--- config.mk ---
export PLATFORM = sky130hd
export DESIGN_NAME = sp_adder_result_buffer_flat
export DESIGN_NICKNAME = d
export VERILOG_FILES = /design/src/rtl/sp_adder_result_buffer_if.sv /design/src/rtl/sp_adder_result_buffer.sv /design/src/flat_wrapper.sv
export SDC_FILE = /design/constraint.sdc
export NUM_CORES = 1
export LEC_CHECK = 0
export ABC_AREA = 1
export BUFFER_PORTS_ARGS = -buffer_cell sky130_fd_sc_hd__buf_4
export CAP_MARGIN = 20
export CORE_UTILIZATION = 45
export CTS_BUF_LIST = sky130_fd_sc_hd__clkbuf_16
export CTS_CLUSTER_SIZE = 25
export DETAILED_ROUTE_END_ITERATION = 6
export GPL_ROUTABILITY_DRIVEN = 0
export SETUP_SLACK_MARGIN = 0.05
export SLEW_MARGIN = 20
export SYNTH_ARGS = -nofsm -noshare
export SYNTH_HDL_FRONTEND = slang
export SYNTH_SLANG_ARGS = --single-unit
--- constraint.sdc ---
create_clock -name clk -period 3.25 [get_ports clk]
set_input_delay 0.325 -clock clk [delete_from_list [all_inputs] [get_ports clk]]
set_output_delay 0.325 -clock clk [all_outputs]
set_load 0.1 [all_outputs]
--- src/rtl/sp_adder_result_buffer_if.sv ---
// sp_adder_result_buffer_if: producer/consumer handshake bundle for the adder result buffer.
interface sp_adder_result_buffer_if #(
   parameter int DEPTH = 4,
   parameter int LW    = $clog2(DEPTH) + 1
);
   logic          in_valid;
   logic          in_ready;
   logic [31:0]   in_result;
   logic [3:0]    in_flags;
   logic          out_valid;
   logic          out_ready;
   logic [31:0]   out_result;
   logic [3:0]    out_flags;
   logic [3:0]    sticky_flags;
   logic          sticky_clear;
   logic [LW-1:0] level;
   modport master (
      output in_valid, in_result, in_flags, out_ready, sticky_clear,
      input  in_ready, out_valid, out_result, out_flags, sticky_flags, level
   );
   modport slave (
      input  in_valid, in_result, in_flags, out_ready, sticky_clear,
      output in_ready, out_valid, out_result, out_flags, sticky_flags, level
   );
endinterface

--- src/rtl/sp_adder_result_buffer.sv ---
// sp_adder_result_buffer: first-word fall-through circular buffer of adder results with sticky IEEE flags.
module sp_adder_result_buffer #(
   parameter int DEPTH = 4,
   parameter int LW    = $clog2(DEPTH) + 1
) (
   input logic                    clk,
   input logic                    rst,
   sp_adder_result_buffer_if.slave bus
);
   localparam int PW = $clog2(DEPTH);
   logic [35:0]   r_mem [DEPTH];
   logic [PW-1:0] r_wptr;
   logic [PW-1:0] r_rptr;
   logic [LW-1:0] r_level;
   logic [3:0]    r_sticky;
   logic          w_in_ready;
   logic          w_out_valid;
   logic          w_wr;
   logic          w_rd;
   logic [35:0]   w_head;
   assign w_in_ready  = r_level < LW'(DEPTH);
   assign w_out_valid = r_level != '0;
   assign w_wr        = bus.in_valid && w_in_ready;
   assign w_rd        = w_out_valid && bus.out_ready;
   assign w_head      = r_mem[r_rptr];
   // Storage is left unreset; only occupied slots are ever observable.
   always_ff @(posedge clk) begin
      if (w_wr) r_mem[r_wptr] <= {bus.in_result, bus.in_flags};
   end
   always_ff @(posedge clk) begin
      if (rst) begin
         r_wptr   <= '0;
         r_rptr   <= '0;
         r_level  <= '0;
         r_sticky <= '0;
      end else begin
         if (w_wr) r_wptr <= r_wptr + PW'(1);
         if (w_rd) r_rptr <= r_rptr + PW'(1);
         if (w_wr != w_rd) r_level <= w_wr ? r_level + LW'(1) : r_level - LW'(1);
         r_sticky <= (bus.sticky_clear ? 4'b0 : r_sticky) | (w_wr ? bus.in_flags : 4'b0);
      end
   end
   assign bus.in_ready     = w_in_ready;
   assign bus.out_valid    = w_out_valid;
   assign bus.out_result   = w_out_valid ? w_head[35:4] : '0;
   assign bus.out_flags    = w_out_valid ? w_head[3:0] : '0;
   assign bus.sticky_flags = r_sticky;
   assign bus.level        = r_level;
endmodule

--- src/flat_wrapper.sv ---
// flat-port wrapper written by rule: the top's interface ports become plain ports
module sp_adder_result_buffer_flat 
#(
   parameter int DEPTH = 4,
   parameter int LW    = $clog2(DEPTH) + 1
)
  (clk, rst, bus_in_valid, bus_in_result, bus_in_flags, bus_out_ready, bus_sticky_clear, bus_in_ready, bus_out_valid, bus_out_result, bus_out_flags, bus_sticky_flags, bus_level);
  sp_adder_result_buffer_if #(.DEPTH(DEPTH), .LW(LW)) bus_i ();
  input logic clk;
  input logic rst;
  input wire logic [$bits(bus_i.in_valid)-1:0] bus_in_valid;
  input wire logic [$bits(bus_i.in_result)-1:0] bus_in_result;
  input wire logic [$bits(bus_i.in_flags)-1:0] bus_in_flags;
  input wire logic [$bits(bus_i.out_ready)-1:0] bus_out_ready;
  input wire logic [$bits(bus_i.sticky_clear)-1:0] bus_sticky_clear;
  output wire logic [$bits(bus_i.in_ready)-1:0] bus_in_ready;
  output wire logic [$bits(bus_i.out_valid)-1:0] bus_out_valid;
  output wire logic [$bits(bus_i.out_result)-1:0] bus_out_result;
  output wire logic [$bits(bus_i.out_flags)-1:0] bus_out_flags;
  output wire logic [$bits(bus_i.sticky_flags)-1:0] bus_sticky_flags;
  output wire logic [$bits(bus_i.level)-1:0] bus_level;
  assign bus_i.in_valid = bus_in_valid;
  assign bus_i.in_result = bus_in_result;
  assign bus_i.in_flags = bus_in_flags;
  assign bus_i.out_ready = bus_out_ready;
  assign bus_i.sticky_clear = bus_sticky_clear;
  assign bus_in_ready = bus_i.in_ready;
  assign bus_out_valid = bus_i.out_valid;
  assign bus_out_result = bus_i.out_result;
  assign bus_out_flags = bus_i.out_flags;
  assign bus_sticky_flags = bus_i.sticky_flags;
  assign bus_level = bus_i.level;
  sp_adder_result_buffer #(.DEPTH(DEPTH), .LW(LW)) u_core (.clk(clk), .rst(rst), .bus(bus_i));
endmodule
==> flow_summary.json, run 1 <==
{
  "maxCapViolCount": 0,
  "final_antenna_net_count": 0,
  "syn2layout_area_growth_pct": 22.3,
  "clk_latency_ns": 0.41,
  "relSlewSlack": 0.463,
  "rsz0062_at_grt": "false",
  "synth_edf_count": 144,
  "grt_max_degree": 73,
  "tightest_slew_ns": 0.804,
  "netlist_area_sq_mm": 0.00621,
  "postCtsSetupBuffers": 0,
  "final_core_util": 0.569,
  "finalClockSkew_ns": 0.00776,
  "num_vias": 3953,
  "antenna_found_initial": 0,
  "yosysWarnings": 0,
  "die-area_sq_mm": 0.0143,
  "track_usage": 0.184,
  "gr-total-overflow": 0,
  "cp.arrival_ns": 2.37,
  "setup_viol": 0,
  "layout.nets": 641,
  "hpwl_mm": 7.28,
  "vias_per_cell": 5.04,
  "routedWlPerCell_um": 16.1,
  "power_uw": 7810,
  "tns_ns": 0,
  "ir_drop_mv": 0.921,
  "drt_iter0_markers": 350,
  "whs_ns": 0.117,
  "initial_core_util": 0.466,
  "first_pass_iters": 4,
  "die_y_um": 120,
  "fp.coreArea_sq_mm": 0.0133,
  "cts_tree": "done",
  "diodes": 0,
  "ys_seq_elements": 157,
  "async_flop_share": 0,
  "p_leak_uw": 0.00279,
  "grt_pass1_vias": 3858,
  "clock-sinks": 157,
  "place_ws_ns": 0.612,
  "grt_pass1_wl_mm": 19.9,
  "fin_ws_ns": 0.558,
  "die_w_um": 120,
  "end_kind": "output port",
  "drive_above_1_share": 0.238,
  "cts_resized": 0,
  "synthDistinctLibCells": 21,
  "pin_count": 86,
  "postCtsHoldBufs": 0,
  "hold_path_class": "input port to flip-flop",
  "synth_top_flop_cell": "edfxtp_1",
  "crit_type": "flip-flop to output port",
  "critPathMaxFanout": 37,
  "finalCritPeriodShare": 0.828,
  "netlist_instances": 511,
  "path_clk_slew_ns": 0.06,
  "fmax_mhz": 371,
  "cts_buffer_depth": 2,
  "htree_levels": 4,
  "cts-root-buf": "clkbuf_16",
  "io_buffers": 85,
  "avgSynthCellArea_sq_um": 12.2,
  "startpoint_type": "flip-flop",
  "drv_slew": 0,
  "drc": 0,
  "final.min_clock_period_ns": 2.69,
  "layout_common_cells": "145 x nor2_1, 144 x edfxtp_1, 91 x buf_4, 59 x o21ai_0, 45 x a21oi_1",
  "numCtsBuffers": 17,
  "final_common_cell": "nor2_1",
  "yosysSeqAreaShare": 0.738,
  "wl_mm": 12.7,
  "cp.required_ns": 2.92,
  "syn_nets": 557,
  "hold_viol": 0,
  "p_per_area_mw_per_mm2": 1030,
  "status": "finished, final reports clean",
  "row_count": 42
}
-- final timing paths --
kind,from,end,slack [ns],cells after the start
min,bus_in_result[5],u_core.r_mem[0][9]$_DFFE_PP_,0.12,1
max reg2reg,u_core.bus.level[2]$_SDFFE_PP0P_,u_core.r_mem[2][16]$_DFFE_PP_,1.32,4
max,flip-flop,bus_out_result[20],0.56,5
min reg2reg,u_core.r_rptr[1]$_SDFFE_PP0P_,flip-flop,0.46,2
-- metrics by stage --
step / instance area (sq um) / std cells
floorplan: 6220 / 511
global placement: 7030 / 752
detailed placement: 7030 / 752
CTS: 7600 / 784
global route: 7600 / 784
finish: 7600 / 784
-- cell families (layout without fill, tap and decap cells) --
group | Yosys count | after routing | synth area share
adder cells (fa/ha/maj) | 5 | 5 | 0.0101
flip-flops | 157 | 157 | 0.738
buffers and inverters | 46 | 143 | 0.0346
AND/OR/NAND/NOR | 180 | 180 | 0.117
AO/OA/AOI/OAI | 123 | 123 | 0.101
-- per-layer routing --
| metal | GRT usage | routed length (um) | vias to the layer above |
|---|---|---|---|
| li1 | - | - | 1954 |
| met5 | 0 | 0 | - |
| met1 | 0.236 | 5390 | 1899 |
| met3 | 0.0452 | 625 | 6 |
| met4 | 0.0586 | 66 | 0 |
| met2 | 0.310 | 6580 | 94 |
-- synthesized netlist by cell type, types with 7 or more instances --
cell type,n,area (sq um)
nor2_1,149,559
edfxtp_1,144,4320
o21ai_0,59,295
a21oi_1,45,225
nand2_1,17,63.8
o21ai_1,16,80.1
inv_1,14,52.6
dfxtp_1,13,260
buf_2,12,60.1
clkbuf_2,7,35.0
-- flip-flops by register name, indices dropped and copies added, names as in the netlist, named ones only --
| signal | count |
|---|---|
| u_core.r_mem | 144 |
| u_core.r_rptr | 2 |
| u_core.bus.sticky_flags | 4 |
| u_core.r_wptr | 2 |
| u_core.bus.level | 3 |
-- power by group --
part	total, uW	switching [uW]	internal, uW
sequential	2490	79.9	2410
clock	1890	761	1120
combinational	3440	2810	631
-- area by class of cell --
type                    instances  area, sq um
fillers                      1118         5750
flip-flops and latches        157         4590
multi-input cells             308         1450
repair buffers                 92          703
clock buffers                  17          425
well taps                     176          220
clock inverters                15          146
inverters                      19         71.3
-- worst max-delay path, stage by stage (launching register included) --
cell     delay (ns)
dfxtp_4        0.65
inv_2          0.46
nor2_1         0.21
o21ai_0        0.10
a21oi_1        0.21
buf_4          0.34
Note: power is estimated with default switching activity, not from simulation.
==> run 2, diff against run 1 <==
--- a/config.mk
+++ b/config.mk
@@ -5,7 +5,7 @@
 export SDC_FILE = /design/constraint.sdc
 export NUM_CORES = 1
 export LEC_CHECK = 0
-export ABC_AREA = 1
+export ABC_AREA = 0
 export BUFFER_PORTS_ARGS = -buffer_cell sky130_fd_sc_hd__buf_4
 export CAP_MARGIN = 20
 export CORE_UTILIZATION = 45
@@ -13,6 +13,7 @@
 export CTS_CLUSTER_SIZE = 25
 export DETAILED_ROUTE_END_ITERATION = 6
 export GPL_ROUTABILITY_DRIVEN = 0
+export PLACE_DENSITY = 0.68
 export SETUP_SLACK_MARGIN = 0.05
 export SLEW_MARGIN = 20
 export SYNTH_ARGS = -nofsm -noshare
==> constraint.sdc (replaced) <==
create_clock -name clk -period 2.4 [get_ports clk]
set_input_delay 0.24 -clock clk [delete_from_list [all_inputs] [get_ports clk]]
set_output_delay 0.24 -clock clk [all_outputs]
set_load 0.1 [all_outputs]
==> flow_summary.json, run 2 <==
{
  "crit_buf_inv": 2,
  "synth-xor-area-share": 0.00851,
  "synthDistinctLibCells": 27,
  "diodes": 0,
  "final_common_cell": "edfxtp_1",
  "yosysSeqAreaShare": 0.742,
  "cts_buffer_depth": 2,
  "row_count": 42,
  "critPathMaxFanout": 7,
  "yosysWarnings": 0,
  "startpoint_type": "flip-flop",
  "grt_pass1_vias": 3296,
  "end_kind": "output port",
  "r2r_start": "u_core.bus.level[2]$_SDFFE_PP0P_",
  "crit_type": "flip-flop to output port",
  "io_buffers": 85,
  "netlist_instances": 309,
  "cts-root-buf": "clkbuf_16",
  "drv_slew": 0,
  "synth.area.mux_share": 0.137,
  "yosysTopAreaCell": "edfxtp_1",
  "status": "finished, final reports clean",
  "whs_ns": 0.0295,
  "first_pass_iters": 4,
  "drive_above_1_share": 0.411,
  "rsz0062_at_grt": "false",
  "maxCapViolCount": 0,
  "final_antenna_net_count": 0,
  "fmax_mhz": 452,
  "crit_top_cell": "buf_4",
  "wl_mm": 10.9,
  "slowest_delay_ns": 0.52,
  "largest_register_ffs": 144,
  "synth_edf_count": 144,
  "postCtsHoldBufs": 0,
  "numCtsBuffers": 17,
  "cp.required_ns": 2.16,
  "p_leak_uw": 0.00270,
  "ys_top_cells_by_area": "edfxtp_1 70%, mux4_2 11%, dfxtp_1 4.2%",
  "final_core_util": 0.571,
  "routedWlPerCell_um": 18.1,
  "crit_path_top_delay_cell": "mux4_2",
  "relSlewSlack": 0.672,
  "hold_viol": 0,
  "critPathTopFamily": "multiplexers",
  "grt_max_degree": 40,
  "drc": 0,
  "p_per_area_mw_per_mm2": 1080,
  "die_w_um": 119,
  "die-area_sq_mm": 0.0142,
  "syn_nets": 355,
  "hpwl_mm": 6.86,
  "layout.nets": 459,
  "drt_iter0_markers": 114,
  "synth_top_flop_cell": "edfxtp_1",
  "largest-register": "u_core.r_mem",
  "synth_top_area_share": 0.700,
  "power_uw": 8190,
  "layout_common_cells": "144 x edfxtp_1, 101 x buf_4, 30 x mux4_2, 27 x and2_1, 17 x clkbuf_16",
  "antenna_found_initial": 0,
  "path_depth": 4,
  "synthAdderAreaFrac": 0.0101,
  "vias_per_cell": 5.07,
  "synth_common_cells": "144 x edfxtp_1, 40 x and2_1, 30 x mux4_2, 13 x dfxtp_1, 11 x nor2_1",
  "grt_pass1_wl_mm": 17.4,
  "cts_tree": "done",
  "fp.coreArea_sq_mm": 0.0133,
  "clk_latency_ns": 0.41,
  "syn2layout_area_growth_pct": 22.9,
  "htree_levels": 4,
  "finalClockSkew_ns": 0.00869,
  "setup_viol": 0,
  "async_flop_share": 0,
  "gr-total-overflow": 0,
  "synth_top_family_by_area": "multiplexers",
  "track_usage": 0.169,
  "reg2reg_depth": 3,
  "final.min_clock_period_ns": 2.21,
  "crit_chain": "buf_4 -> mux4_2 -> and2_2 -> buf_4",
  "finalCritPeriodShare": 0.921,
  "cp.arrival_ns": 1.97,
  "avgSynthCellArea_sq_um": 20.0,
  "synth-compound-area-share": 0.0132,
  "pin_count": 86,
  "num_vias": 3054,
  "clock-sinks": 157,
  "ys_seq_elements": 157,
  "hold_depth": 1,
  "tightest_slew_ns": 0.491,
  "netlist_area_sq_mm": 0.00617,
  "tns_ns": 0,
  "path_clk_slew_ns": 0.06,
  "ir_drop_mv": 0.552,
  "die_y_um": 119,
  "hold_path_startpoint": "bus_in_result[28]",
  "initial_core_util": 0.464,
  "synth_simple_gate_area_share": 0.0618,
  "synth_most_common_cell": "edfxtp_1",
  "hold_path_class": "input port to flip-flop"
}
==> run 2: cell count changes in the layout (fill, tap and decap cells not counted), moves of 16 or more <==
cell	change
and2_1	+27
o21ai_1	-16
nor2_1	-134
a21oi_1	-37
o21ai_0	-55
mux4_2	+30
==> run 2: kinds of logic (layout without fill, tap and decap cells) <==
logic type,after synthesis,count (layout)
xor+xnor,6,6
simple gates,66,66
fa+ha+maj,5,5
compound gates,15,15
mux,37,37
flops,157,157
buf+inv,23,140
==> run 2: worst register-to-register path: stages (launching register included) <==
cell	delay, ns
dfxtp_2	0.36
nor2b_1	0.41
and2_2	0.24
buf_4	0.32
==> run 2: stage by stage <==
stage               area (sq um)  setup slack [ns]  cells
floorplan                   6190            0.0123    309
global placement            7040             0.421    566
detailed placement          7040             0.412    566
CTS                         7560            0.0577    598
global route                7590            0.0966    602
finish                      7590             0.189    602
==> run 2: timing repair <==
action,in CTS,in global routing
gates resized for setup,1,0
buffers inserted,0,4
setup endpoints to repair,30,26
pin swaps,0,0
==> run 2: metal layers <==
| layer | global-route usage | share of wire | vias to the layer above |
|---|---|---|---|
| met3 | 0.0647 | 0.051 | 10 |
| met5 | 0 | 0 | - |
| met4 | 0.0641 | 0.010 | 0 |
| li1 | - | - | 1422 |
| met2 | 0.277 | 0.52 | 66 |
| met1 | 0.202 | 0.42 | 1556 |
==> run 2: area by class of cell <==
class / instances / area (sq um)
inverter: 5 / 18.8
fill: 1038 / 5710
timing repair buffer: 103 / 798
clock buffer: 17 / 425
tap: 176 / 220
sequential: 157 / 4590
multi-input combinational: 129 / 1440
clock inverter: 15 / 93.8
==> run 2: worst paths after layout <==
kind	endpoint	slack [ns]
setup / recovery	bus_out_result[26]	0.19
hold / removal	u_core.r_mem[3][32]$_DFFE_PP_	0.03
setup reg to reg	u_core.r_mem[0][17]$_DFFE_PP_	0.73
hold reg to reg	u_core.bus.level[0]$_SDFFE_PP0P_	0.52
==> run 2: power by group <==
part,internal (uW),total [uW],switching (uW)
Combinational,709,2600,1890
Clock,1380,2330,944
Sequential,3200,3270,71.4
==> run 3, diff against run 2 <==
--- a/config.mk
+++ b/config.mk
@@ -7,13 +7,16 @@
 export LEC_CHECK = 0
 export ABC_AREA = 0
 export BUFFER_PORTS_ARGS = -buffer_cell sky130_fd_sc_hd__buf_4
-export CAP_MARGIN = 20
-export CORE_UTILIZATION = 45
+export CAP_MARGIN = 5
+export CELL_PAD_IN_SITES_DETAIL_PLACEMENT = 0
+export CELL_PAD_IN_SITES_GLOBAL_PLACEMENT = 1
+export CORE_MARGIN = 1
+export CORE_UTILIZATION = 44
 export CTS_BUF_LIST = sky130_fd_sc_hd__clkbuf_16
 export CTS_CLUSTER_SIZE = 25
 export DETAILED_ROUTE_END_ITERATION = 6
 export GPL_ROUTABILITY_DRIVEN = 0
-export PLACE_DENSITY = 0.68
+export PLACE_DENSITY_LB_ADDON = 0.1
 export SETUP_SLACK_MARGIN = 0.05
 export SLEW_MARGIN = 20
 export SYNTH_ARGS = -nofsm -noshare
==> flow_summary.json, run 3 (synthesis results as in run 2) <==
{
  "status": "finished, final reports clean",
  "drt_iter0_markers": 224,
  "die_y_um": 120,
  "cts-root-buf": "clkbuf_16",
  "track_usage": 0.171,
  "antenna_found_initial": 0,
  "grt_pass1_wl_mm": 17.3,
  "postCtsSetupBuffers": 0,
  "row_count": 42,
  "finalClockSkew_ns": 0.00572,
  "routedWlPerCell_um": 18.7,
  "crit_type": "flip-flop to output port",
  "final_common_cell": "edfxtp_1",
  "crit_chain": "buf_12 -> mux4_1 -> and2_1 -> buf_4",
  "vias_per_cell": 5.09,
  "relSlewSlack": 0.625,
  "grt_max_degree": 40,
  "final_core_util": 0.559,
  "clock-sinks": 157,
  "die-area_sq_mm": 0.0145,
  "final.min_clock_period_ns": 2.27,
  "drv_slew": 0,
  "largest_register_ffs": 144,
  "hold_viol": 0,
  "rsz0062_at_grt": "true",
  "htree_levels": 4,
  "p_leak_uw": 0.00267,
  "tns_ns": 0,
  "cp.arrival_ns": 2.03,
  "clk_latency_ns": 0.41,
  "final_antenna_net_count": 0,
  "r2r_slack_ns": 0.64,
  "fmax_mhz": 440,
  "final_cells": 594,
  "maxCapViolCount": 0,
  "tightest_slew_ns": 0.561,
  "wl_mm": 11.1,
  "largest-register": "u_core.r_mem",
  "cp.required_ns": 2.16,
  "drive_above_1_share": 0.400,
  "ir_drop_mv": 0.783,
  "numCtsBuffers": 17,
  "cts_buffer_depth": 2,
  "initial_core_util": 0.459,
  "slowest_delay_ns": 0.59,
  "fillers": 1061,
  "p_per_area_mw_per_mm2": 1080,
  "grt_pass1_vias": 3162,
  "setup_viol": 0,
  "syn2layout_area_growth_pct": 21.8,
  "io_buffers": 85,
  "drc": 0,
  "critPathMaxFanout": 29,
  "layout_common_cells": "144 x edfxtp_1, 97 x buf_4, 30 x mux4_2, 27 x and2_1, 17 x clkbuf_16",
  "hpwl_mm": 6.67,
  "num_vias": 3023,
  "end_kind": "output port",
  "r2r_start": "u_core.bus.level[2]$_SDFFE_PP0P_",
  "layout.nets": 455,
  "path_clk_slew_ns": 0.05,
  "diodes": 0,
  "pin_count": 86,
  "first_pass_iters": 4,
  "die_w_um": 120,
  "finalCritPeriodShare": 0.947,
  "hold_path_startpoint": "bus_in_result[3]",
  "crit_path_top_delay_cell": "mux4_1",
  "hold_path_class": "input port to flip-flop",
  "startpoint_type": "flip-flop",
  "gr-total-overflow": 0,
  "dpl.cell_count": 565,
  "fp.coreArea_sq_mm": 0.0135,
  "cts_tree": "done"
}
## run 3: cell types whose count changed in the layout (fill, tap and decap cells not counted), sizes merged
| cell | before | now |
|---|---|---|
| buf | 103 | 98 |
| clkinv | 7 | 4 |
| clkinvlp | 1 | 0 |
| dlygate4sd3 | 0 | 1 |
## run 3: through the flow
stage	hold slack [ns]	area [sq um]	setup slack, ns	power, uW
global route	0.00226	7520	0.0445	8430
detailed placement	0.444	7020	0.537	5920
finish	0.0233	7520	0.127	8110
CTS	0.00133	7510	0.0803	8220
floorplan	0.302	6190	0.0123	5410
global placement	0.442	7020	0.516	5910
## run 3: routing by layer
metal  track usage  part of all wire  up-vias
li1              -                 -     1410
met1         0.218              0.45     1533
met2         0.266              0.49       67
met3        0.0533             0.042       13
met4        0.0802             0.016        0
met5             0                 0        -
## run 3: timing repair
action / in CTS / in global routing
setup endpoints to repair: 0 / 2
endpoints found under the hold margin: 0 / 4
resized for setup: 0 / 0
hold buffers: 0 / 1
## run 3: final cells by class
| cell class | instances | area (sq um) | share of cell area |
|---|---|---|---|
| timing repair buffer | 99 | 758 | 0.101 |
| sequential | 157 | 4590 | 0.610 |
| clock inverter | 11 | 68.8 | 0.00915 |
| clock buffer | 17 | 425 | 0.0566 |
| tap | 176 | 220 | 0.0293 |
| inverter | 5 | 18.8 | 0.00250 |
| multi-input combinational | 129 | 1440 | 0.191 |
## run 3: report_power, final
group / switching, uW / internal (uW) / total, uW
Combinational: 1890 / 682 / 2570
Sequential: 64.2 / 3200 / 3260
Clock: 916 / 1360 / 2280
Total: 2870 / 5240 / 8110
## run 3: path summary, 6_finish.rpt
check	endpoint	cells after the start
setup reg to reg	u_core.r_mem[1][22]$_DFFE_PP_	3
hold / removal	u_core.r_mem[3][7]$_DFFE_PP_	1
hold reg to reg	u_core.bus.level[0]$_SDFFE_PP0P_	2
setup / recovery	bus_out_result[0]	4
## run 3: worst max-delay path, delay by kind of cell, from the launching register on
kind                   cells  cell delay, ns
buffers and inverters      2            0.49
and+or+nand+nor            1            0.17
muxes                      1            0.59
DFF                        1            0.35
